`src/rtl/fb_arbiter.sv`:
```
// Framebuffer arbiter: frame sequencing FSM (IDLE/RENDER/DUMP) plus a one-access-per-cycle
// grant of a single-port synchronous RAM between the VGA scanner, the renderer and the dump reader.
module fb_arbiter #(
    parameter int ADDR_W   = 16,
    parameter int PIX_W    = 3,
    parameter int FB_DEPTH = 19200,
    parameter int DUMP_EN  = 1
) (
    input  logic              clk,
    input  logic              clr_n,
    input  logic              frame_tick,
    input  logic              render_done,
    input  logic              dump_done,
    output logic              render_go,
    output logic              dump_go,
    input  logic              v_req,
    input  logic [ADDR_W-1:0] v_addr,
    output logic [PIX_W-1:0]  v_rdata,
    output logic              v_valid,
    input  logic              r_req,
    input  logic [ADDR_W-1:0] r_addr,
    input  logic [PIX_W-1:0]  r_wdata,
    output logic              r_ack,
    input  logic              d_req,
    input  logic [ADDR_W-1:0] d_addr,
    output logic              d_ack,
    output logic [PIX_W-1:0]  d_rdata,
    output logic              d_valid,
    output logic [ADDR_W-1:0] mem_addr,
    output logic              mem_we,
    output logic [PIX_W-1:0]  mem_wdata,
    input  logic [PIX_W-1:0]  mem_rdata,
    output logic [1:0]        state,
    output logic [7:0]        overrun_cnt
);

    typedef enum logic [1:0] {
        IDLE   = 2'd0,
        RENDER = 2'd1,
        DUMP   = 2'd2
    } state_t;

    localparam logic [ADDR_W:0] DEPTH = (ADDR_W + 1)'(FB_DEPTH);

    state_t            cur;
    logic              g_v, g_r, g_d, any_grant, in_range;
    logic [ADDR_W-1:0] sel_addr, last_addr;
    logic              pend_v, pend_d, pend_oob;

    assign state = cur;

    // VGA never stalls; the other two ports only get the RAM in their own phase.
    assign g_v       = v_req;
    assign g_r       = !v_req && r_req && (cur == RENDER);
    assign g_d       = !v_req && d_req && (cur == DUMP);
    assign any_grant = g_v || g_r || g_d;
    assign r_ack     = g_r;
    assign d_ack     = g_d;

    always_comb begin
        sel_addr = last_addr;
        if (g_v)
            sel_addr = v_addr;
        else if (g_r)
            sel_addr = r_addr;
        else if (g_d)
            sel_addr = d_addr;
    end

    assign in_range  = {1'b0, sel_addr} < DEPTH;
    assign mem_addr  = sel_addr;
    assign mem_we    = g_r && in_range;
    assign mem_wdata = g_r ? r_wdata : '0;

    always_ff @(posedge clk) begin
        if (!clr_n) begin
            cur         <= IDLE;
            render_go   <= 1'b0;
            dump_go     <= 1'b0;
            overrun_cnt <= 8'd0;
        end else begin
            render_go <= 1'b0;
            dump_go   <= 1'b0;
            if (frame_tick && cur != IDLE && overrun_cnt != 8'd255)
                overrun_cnt <= overrun_cnt + 8'd1;
            case (cur)
                IDLE: if (frame_tick) begin
                    cur       <= RENDER;
                    render_go <= 1'b1;
                end
                RENDER: if (render_done) begin
                    if (DUMP_EN != 0) begin
                        cur     <= DUMP;
                        dump_go <= 1'b1;
                    end else begin
                        cur <= IDLE;
                    end
                end
                DUMP: if (dump_done) cur <= IDLE;
                default: cur <= IDLE;
            endcase
        end
    end

    // Stage 1 remembers which port owns the read the RAM is performing; stage 2 captures its data.
    always_ff @(posedge clk) begin
        if (!clr_n) begin
            last_addr <= '0;
            pend_v    <= 1'b0;
            pend_d    <= 1'b0;
            pend_oob  <= 1'b0;
            v_valid   <= 1'b0;
            d_valid   <= 1'b0;
            v_rdata   <= '0;
            d_rdata   <= '0;
        end else begin
            if (any_grant)
                last_addr <= sel_addr;
            pend_v   <= g_v;
            pend_d   <= g_d;
            pend_oob <= !in_range;
            v_valid  <= pend_v;
            d_valid  <= pend_d;
            if (pend_v)
                v_rdata <= pend_oob ? '0 : mem_rdata;
            if (pend_d)
                d_rdata <= pend_oob ? '0 : mem_rdata;
        end
    end

endmodule

```
`config.mk`:
```
export PLATFORM = sky130hd
export DESIGN_NAME = fb_arbiter
export DESIGN_NICKNAME = d
export VERILOG_FILES = /design/src/rtl/fb_arbiter.sv
export SDC_FILE = /design/constraint.sdc
export NUM_CORES = 1
export LEC_CHECK = 0
export CORE_ASPECT_RATIO = 0.75
export CORE_MARGIN = 5
export CORE_UTILIZATION = 28
export CTS_BUF_LIST = sky130_fd_sc_hd__clkbuf_8
export CTS_CLUSTER_DIAMETER = 30
export CTS_CLUSTER_SIZE = 20
export DETAILED_ROUTE_END_ITERATION = 16
export GPL_ROUTABILITY_DRIVEN = 0
export PLACE_DENSITY = 0.64
export SYNTH_ARGS = -nofsm -noshare
export SYNTH_HDL_FRONTEND = slang
export SYNTH_SLANG_ARGS = --single-unit
export TNS_END_PERCENT = 30
```
`constraint.sdc`:
```
create_clock -name clk -period 3.25 [get_ports clk]
set_input_delay 0.325 -clock clk [delete_from_list [all_inputs] [get_ports clk]]
set_output_delay 0.325 -clock clk [all_outputs]
set_load 0.02 [all_outputs]
```
==> results.md, run 1 <==
- RSZ-0062 raised after global routing: false
- Max stage delay cell, worst path: clkdlybuf4s50_1
- # DRC: 0
- Worst path most repeated cell: clkdlybuf4s50_1
- Post-Synthesis Cells: 216
- Lkg Pwr: around 1.3 nW
- Top cell type's share of synthesized area: 41.19%
- Vias per cell: 4.712
- Final WL: 6.094 mm
- Tot GR Track Use: between 10% and 20%
- Fmax: about 0.36 GHz
- Internal power: 0.0008230 W
- Synth area leaders: dfxtp_1, a22oi_1, nor2_1
- Placed Area: 0.003079 mm^2
- Row count: 26
- Final-report hold violation count: 0
- Post-route clock period utilization: 86.41%
- CORE AREA: 0.006701 mm^2
- DR vias: ~2000
- Logic pwr share: 27.6%
- Largest net degree at the start of global routing: 20
- Die area: 0.008532 mm^2
- Worst Setup Start Kind: input pin
- Reg2Reg Depth: 7
- CTS tree: yes
- Synthesized area per cell: 8.776 um^2
- Total power: between 0.001 and 0.0015 W
- Cell variety after synth: 46
- Most frequent cell after synthesis: dfxtp_1
- # nets final: roughly 390
- First DRT Iteration DRCs: 61
- Post-DR wirelength/cell: 14.65 um
- Filler Cell Count: 683
- Port bufs: 103
- Antenna Nets Post-Route: 0
- Detail Placement HPWL: just under 5 mm
- Sequential share of power: a little under half
- Later-pin clock latency in the skew report: 0.28 ns
- Fin crit period: 2.808 ns
- Sw frac: 27.76%
- CTS sink cnt: 39
- Cell taking the most area after synthesis: dfxtp_1
- Synthesized cell area: 0.001896 mm^2
- Skew final: approximately 0.0083 ns
- Crit path arrival time: approximately 2.5 ns
- Worst setup EP type: primary output
- CP max stage delay: ~0.60 ns
- Hold depth: 2
- Initial antenna violation count: 0
- Worst vdd ir: ~0.15 mV
- # diodes: 0
- Post-route setup slack: 0.4418 ns
- Total negative slack: 0 ns
- Max_slew headroom: 63.15%
- H-tree Lvls: 2
- PwrDens: 357.9 mW/mm^2
- Worst endpoint required time: a little under 3 ns
- Area delta synth->final: 67.92%
- Maximum clock insertion buffer count: 2
- Sequence of cells on the critical path: clkdlybuf4s50_1, and3b_2, nor4_4, a2111oi_2, buf_4, clkdlybuf4s50_1
- Synth top cells by count: dfxtp_1, nor2_1, a22oi_1
- CTS Buf Count: 5
- First-pass GRT wire length: 9.584 mm
- Register area share after synthesis: 41.19%
- Clock power frac: 27.2%
- Slew @ Worst Pin: 0.5455 ns
- Register bit count reported by yosys: 39
- Chip width: 105.0 um
- HP Class: register to register
- Hold Buf Count CTS: 0
- Number of synthesized flops with an enable pin: 0
- Starting Density: 28.29%
- Worst-path fanout max: 5
- # setup viols final: 0
- Die H: 81.26 um
- Outcome: complete, no violations
- Clock slew at reported path FFs: 0.07 ns
- Layout cells sized above 1: 10.24%
- Ys async rst share: 0%
- Final instance area: 0.003183 mm^2
- Syn Nets: 279
- DR pass1 iterations: 4
- I/O pin count: 104
- Post-synth top flop: dfxtp_1
- P_sw: ~0.00032 W
- Core Util, Final: 47.50%
- Yosys warns: 0
- DP Worst Slack: just under 0.08 ns
- Grt total ovfl: 0
- Vias in the first global route: 1898
- WS Path Type: input pin to primary output
- FF-to-FF setup slack: 1.15 ns
- Max-Cap Viols: 0
- CTS Root Cell: clkbuf_8
- Slew Limit Fails: 0
path summary, 6_finish.rpt:
path	startpoint	to
min reg2reg	v_rdata[1]	v_rdata[1]
min	v_rdata[1]	v_rdata[1]
max	d_req	mem_addr[9]
max reg2reg	state[1]	pend_oob
worst max-delay path: cells and delay by family:
| kind | cells | cell delay, ns |
|---|---|---|
| AOI/OAI and AO/OA | 1 | 0.48 |
| buffers and inverters | 3 | 1.31 |
| and+or+nand+nor | 2 | 0.36 |
layer usage:
| metal | up-vias | track usage (%) | wire [um] |
|---|---|---|---|
| li1 | 996 | - | - |
| met3 | 8 | 4.369 | 391 |
| met1 | 890 | 17.71 | 2832 |
| met4 | 0 | 4.087 | 80 |
| met2 | 66 | 23.05 | 2788 |
| met5 | - | 0 | 0 |
cells in the final DEF, fill, tap and decap left out, types with 2 or more instances in the layout:
| cell | count |
|---|---|
| nor3_2 | 2 |
| mux2i_1 | 9 |
| and4_1 | 2 |
| and2_1 | 14 |
| a22oi_1 | 16 |
| a21o_1 | 2 |
| clkdlybuf4s50_1 | 102 |
| o21ai_1 | 2 |
| nor2b_1 | 5 |
| a21oi_1 | 3 |
| inv_1 | 7 |
| o21ai_0 | 11 |
| nor2_1 | 29 |
| buf_4 | 18 |
| clkinv_2 | 3 |
| nor3_1 | 5 |
| xnor2_1 | 3 |
| dfxtp_1 | 38 |
| nand3_1 | 2 |
| clkbuf_8 | 5 |
| nand3b_1 | 2 |
| a211oi_1 | 4 |
| xor2_1 | 4 |
| nand2_1 | 13 |
| and3_1 | 7 |
sequential cells by signal, indices dropped and copies added, names as in the netlist, 2 cells and up:
register	count
overrun_cnt	8
last_addr	16
d_rdata	3
v_rdata	3
state	2
cell families after synthesis:
kind of cell,Yosys count,share of synthesized area [%]
buffers and inverters,20,5.215
XOR/XNOR,7,3.234
adder cells (fa/ha/maj),1,0.6600
AND/OR/NAND/NOR,91,26.27
AO/OA/AOI/OAI,49,18.68
flip-flops,39,41.19
multiplexers,9,4.753
through the flow:
stage	hold slack [ns]	cells
2_1_floorplan	0.4396	216
3_3_place_gp	0.4791	406
3_5_place_dp	0.4879	406
4_1_cts	0.5068	414
5_1_grt	0.5312	416
6_report	0.5027	416
power groups by stage:
stage / logic (W) / clock network (W) / registers (W)
after global placement: 0.000312 / 0 / 0.000526
final: 0.000314 / 0.000310 / 0.000515
after global routing: 0.000339 / 0.000344 / 0.000518
after detailed placement: 0.000314 / 0 / 0.000526
after floorplan: 0.000132 / 0 / 0.000531
after CTS: 0.000316 / 0.000327 / 0.000515
cell type report:
cell class	count	area (um^2)	area share [%]
Timing Repair Buffer	121	1169	36.71
Clock inverter	3	15.01	0.4717
Sequential cell	39	782.0	24.57
Multi-Input combinational cell	157	1017	31.96
Inverter	7	26.28	0.8255
Tap cell	84	105.1	3.302
Clock buffer	5	68.82	2.162
timing repair:
item / 4_1_cts / 5_1_grt
setup buffers: 0 / 2
resized for setup: 0 / 3
endpoints found under the setup margin: 0 / 1
(Power assumes the default switching activity.)
==> run 2: changes to the inputs <==
CAP_MARGIN = 40   (was unset)
REMOVE_ABC_BUFFERS = 1   (was unset)
==> run 2 against run 1 <==
Global-route usage increased by 0.27 points. Largest power group unchanged. Final cell count fell by 0.48%. Worst hold slack improved by 0.00056 ns. Highest routed layer unchanged. Sequential power about the same. Combinational power hardly changed.
==> results.md, run 2 (synthesized netlist as in run 1, its figures left out) <==
- Sw frac: 25.16%
- Fin crit period: 2.986 ns
- Max_slew headroom: 52.63%
- Worst setup path end: mem_addr[9]
- Fmax: 0.3349 GHz
- Chip width: 105.0 um
- Die area: 0.008532 mm^2
- DR pass1 iterations: 4
- CTS Root Cell: clkbuf_8
- Row count: 26
- PwrDens: 405.6 mW/mm^2
- Sequential share of power: 39.2%
- Postcts setup bufs: 0
- Starting Density: between 20% and 30%
- Worst vdd ir: 0.2451 mV
- Antenna Nets Post-Route: 0
- Vias per cell: 4.621
- RSZ-0062 raised after global routing: false
- Post-CTS sizing: 0
- Commonest non-fill, non-tap cell in the layout: clkdlybuf4s50_1
- Port bufs: 103
- First DRT Iteration DRCs: 76
- Post-DR wirelength/cell: 14.84 um
- Maximum clock insertion buffer count: 2
- # diodes: 0
- Die H: 81.26 um
- HP Class: register to register
- Vias in the first global route: slightly below 2000
- Detail Placement HPWL: ~4.8 mm
- Sequence of cells on the critical path: clkdlybuf4s50_1, and3b_1, buf_4, nor4_4, a2111oi_2, buf_4, clkdlybuf4s50_1
- Logic pwr share: 23.8%
- Total negative slack: 0 ns
- Post-route clock period utilization: 91.87%
- # setup viols final: 0
- Clock power frac: 37.0%
- Filler Cell Count: 674
- Final-report hold violation count: 0
- CTS sink cnt: 39
- CTS tree: yes
- Worst R2R Start: state[0]
- Internal power: 0.0009806 W
- DR vias: 1913
- Grt total ovfl: 0
- Layout cells sized above 1: 9.091%
- Skew final: 0.003732 ns
- Clock slew at reported path FFs: 0.08 ns
- CTS Buf Count: 5
- Slew @ Worst Pin: 0.7097 ns
- Worst Setup Start Kind: input pin
- H-tree Lvls: 2
- CP max stage delay: around 0.60 ns
- Initial antenna violation count: 0
- Total power: 0.001310 W
- # DRC: 0
- Worst-path fanout max: 5
- Max-Cap Viols: 0
- Area of the multi-input gates: 0.001016 mm^2
- I/O pin count: 104
- Later-pin clock latency in the skew report: 0.29 ns
- FF-to-FF setup slack: 1.13 ns
- Lkg Pwr: between 1 and 1.5 nW
- Area occupied by registers: 780.7 um^2
- Worst endpoint required time: 2.92 ns
- Slew Limit Fails: 0
- Most frequent cells in the layout: clkdlybuf4s50_1, dfxtp_1, nor2_1, a22oi_1, buf_4
- Crit path arrival time: roughly 2.7 ns
- Reg2Reg Depth: 7
- CORE AREA: 0.006701 mm^2
- Hold Buf Count CTS: 0
- Max reg flops: 16
- Max stage delay cell, worst path: clkdlybuf4s50_1
- First-pass GRT wire length: 9.722 mm
- # nets final: between 300 and 400
- Outcome: complete, no violations
- Tot GR Track Use: 14.25%
- Largest net degree at the start of global routing: 40
- Core Util, Final: 48.21%
- RR Endpoint: pend_oob
- Worst setup EP type: primary output
- WS Path Type: input pin to primary output
- Biggest register: last_addr
- P_sw: 0.0003297 W
- Top Registers: last_addr: 16 flops, overrun_cnt: 8 flops
- Critical path origin: d_req
- Area delta synth->final: 70.43%
- Final WL: 6.143 mm
## run 2: worst min-delay path by stage
stage | endpoint | slack, ns | cells after the start | startpoint
3_3_place_gp | d_rdata[1] | 0.48 | 2 | d_rdata[1]
3_5_place_dp | v_rdata[0] | 0.49 | 2 | v_rdata[0]
5_1_grt | v_rdata[2] | 0.53 | 2 | v_rdata[2]
6_report | v_rdata[2] | 0.50 | 2 | v_rdata[2]
2_1_floorplan | pend_d | 0.40 | 1 | v_req
4_1_cts | v_rdata[2] | 0.51 | 2 | v_rdata[2]
## run 2: critical path: cells and delay by family
family | cells | cell delay (ns)
AO/OA/AOI/OAI | 1 | 0.47
buffers and inverters | 4 | 1.49
AND/OR/NAND/NOR | 2 | 0.38
## run 2: layout make-up
class	count	area share, %
inverters	7	0.8133
well taps	84	3.253
flip-flops and latches	39	24.17
multi-input cells	157	31.45
clock inverters	3	2.091
repair buffers	119	36.10
clock buffers	5	2.130
## run 2: power by group through the flow
| stage | clock, W | sequential, W | combinational, W |
|---|---|---|---|
| after floorplan | 0 | 0.000533 | 0.000118 |
| after detailed placement | 0 | 0.000526 | 0.000314 |
| final | 0.000484 | 0.000514 | 0.000312 |
| after global routing | 0.000519 | 0.000517 | 0.000337 |
| after CTS | 0.000499 | 0.000514 | 0.000316 |
| after global placement | 0 | 0.000525 | 0.000311 |
## run 2: stage by stage
| stage | hold slack (ns) | area [um^2] | instances | setup slack (ns) |
|---|---|---|---|---|
| finish | 0.5032 | 3231 | 414 | 0.2643 |
| detailed placement | 0.4878 | 3092 | 406 | 0.06477 |
| global placement | 0.4783 | 3092 | 406 | 0.08487 |
| CTS | 0.5092 | 3228 | 414 | 0.06511 |
| floorplan | 0.4043 | 1823 | 203 | 0.3958 |
| global route | 0.5294 | 3231 | 414 | 0.1500 |
## run 2: metal layers
metal  wire [um]  vias to the layer above  part of all wire (%)  track usage (%)
met4          16                        0                  0.26            2.299
met2        2755                       58                    45            23.05
met5           0                        -                     0                0
met1        2930                      860                    48            18.71
li1            -                      993                     -                -
met3         440                        2                   7.2            5.083
==> run 3: changes to the inputs <==
CORE_UTILIZATION = 43   (was 28)
PLACE_DENSITY = 0.91   (was 0.64)
==> run 3 against run 2 <==
Global-route usage is 7.6 points higher. Via count increased by 6.1%. Setup slack got worse by 0.0078 ns. Worst hold slack better by 0.0070 ns. Clock-buffer cell count is the same. Sequential cell count unchanged. Clock power is essentially flat. Final cell count shrank 7.2%. Die area is 31% lower. Sequential share of layout area is 0.33 points higher. Largest power group unchanged.
==> results.md, run 3 (synthesized netlist as in run 1, its figures left out) <==
- Outcome: complete, no violations
- CORE AREA: 0.004154 mm^2
- Fin crit period: 2.994 ns
- Placed insts: 373
- Row count: 20
- Commonest non-fill, non-tap cell in the layout: clkdlybuf4s50_1
- Detail Placement HPWL: 4.741 mm
- Biggest register: last_addr
- Final-report hold violation count: 0
- First DRT Iteration DRCs: 91
- Layout cells sized above 1: about 8.8%
- Vias in the first global route: 2056
- CTS Root Cell: clkbuf_8
- Crit path arrival time: approximately 2.7 ns
- Top Registers: last_addr: 16 flops, overrun_cnt: 8 flops
- Largest net degree at the start of global routing: 40
- Die area: between 0.005 and 0.006 mm^2
- Antenna Nets Post-Route: 0
- Post-DR wirelength/cell: roughly 16 um
- Worst R2R Start: state[0]
- I/O pin count: roughly 100
- Total power: 0.001316 W
- Post-route clock period utilization: 92.11%
- Grt total ovfl: 0
- Sequence of cells on the critical path: clkdlybuf4s50_1, and3b_1, buf_4, nor4_4, a2111oi_2, buf_4, clkdlybuf4s50_1
- # nets final: 391
- Most frequent cells in the layout: clkdlybuf4s50_1, dfxtp_1, nor2_1, a22oi_1
- DR vias: 2029
- CP max stage delay: 0.60 ns
- HP Class: register to register
- Clock slew at reported path FFs: 0.08 ns
- Worst vdd ir: between 0.2 and 0.3 mV
- Max stage delay cell, worst path: clkdlybuf4s50_1
- Worst Path Buf+Inv: 4
- WS Path Type: input pin to primary output
- Max-Cap Viols: 0
- Area delta synth->final: 68.12%
- # DRC: 0
- Later-pin clock latency in the skew report: 0.30 ns
- RSZ-0062 raised after global routing: false
- Lkg Pwr: 1.280 nW
- Chip width: slightly below 90 um
- # setup viols final: 0
- Crit-path leading delay family: buffers and inverters
- Initial antenna violation count: 0
- PwrDens: 412.9 mW/mm^2
- Final instance area: approximately 0.0032 mm^2
- Vias per cell: 5.284
- Slew @ Worst Pin: roughly 0.63 ns
- Max_slew headroom: 57.94%
- Worst setup EP type: primary output
- H-tree Lvls: 2
- Critical path origin: d_req
- Starting Density: 45.63%
- CTS tree: yes
- Die H: 67.50 um
- Worst-path fanout max: 5
- Total negative slack: 0 ns
- First-pass GRT wire length: 9.687 mm
- Post-route setup slack: 0.2565 ns
- # diodes: 0
- Worst Setup Start Kind: input pin
- Hold Buf Count CTS: 0
- Tot GR Track Use: 21.87%
- Placed Area: between 0.003 and 0.004 mm^2
- DP Worst Slack: 0.09961 ns
- Maximum clock insertion buffer count: 2
- DR pass1 iterations: 4
- Slew Limit Fails: 0
- Port bufs: 103
- Max reg flops: 16
- Hold_sp: v_rdata[0]
- Worst endpoint required time: 2.92 ns
- Skew final: 0.007513 ns
- Fmax: 0.3341 GHz
- Final WL: 6.283 mm
- CTS sink cnt: 39
- Non-filler cells, final: 384
- CTS Buf Count: 5
run 3: worst paths after layout:
check           endpoint  slack, ns  cells past startpoint
min reg2reg   v_rdata[0]       0.51                      2
max          mem_addr[9]       0.26                      7
max reg2reg     pend_oob       1.12                      8
min           v_rdata[0]       0.51                      2
run 3: layer usage:
| metal | track usage (%) | part of all wire (%) | wire, um |
|---|---|---|---|
| met1 | 26.43 | 43 | 2687 |
| met2 | 36.83 | 47 | 2951 |
| met3 | 5.854 | 8.6 | 540 |
| met4 | 9.533 | 1.6 | 102 |
| met5 | 0 | 0 | 0 |
run 3: per-stage QoR:
step                hold WS [ns]  utilization [%]
floorplan                 0.4043                -
global placement          0.4734            72.83
detailed placement        0.4962            72.83
CTS                       0.5169            76.66
global route              0.5369            76.72
finish                    0.5102            76.72
run 3: what timing repair did:
| item | 4_1_cts | 5_1_grt |
|---|---|---|
| setup endpoints to repair | 1 | 1 |
| setup buffers | 3 | 0 |
| gates resized for setup | 0 | 1 |
run 3: layout make-up:
type                       count  area, um^2
clock inverter                 3       67.56
multi-input combinational    157        1016
fill                         300       967.2
clock buffer                   5       68.82
tap                           55       68.82
inverter                       7       26.28
timing repair buffer         118        1159
sequential                    39       780.7
run 3: power by group:
group	internal [W]	leakage (nW)	switching [W]	total [W]
Clock	0.000306	0.0644	0.000179	0.000485
Sequential	0.000501	0.319	0.0000136	0.000514
Combinational	0.000174	0.897	0.000143	0.000317
run 3: worst register-to-register path, cell delays in order, from the launching register on:
cell and delay [ns]:
dfxtp_1 0.46, and3b_1 0.30, buf_4 0.21, a22oi_1 0.15, nand2_1 0.07, a22oi_1 0.23, buf_4 0.18, nor4_1 0.05
or3_1 0.37
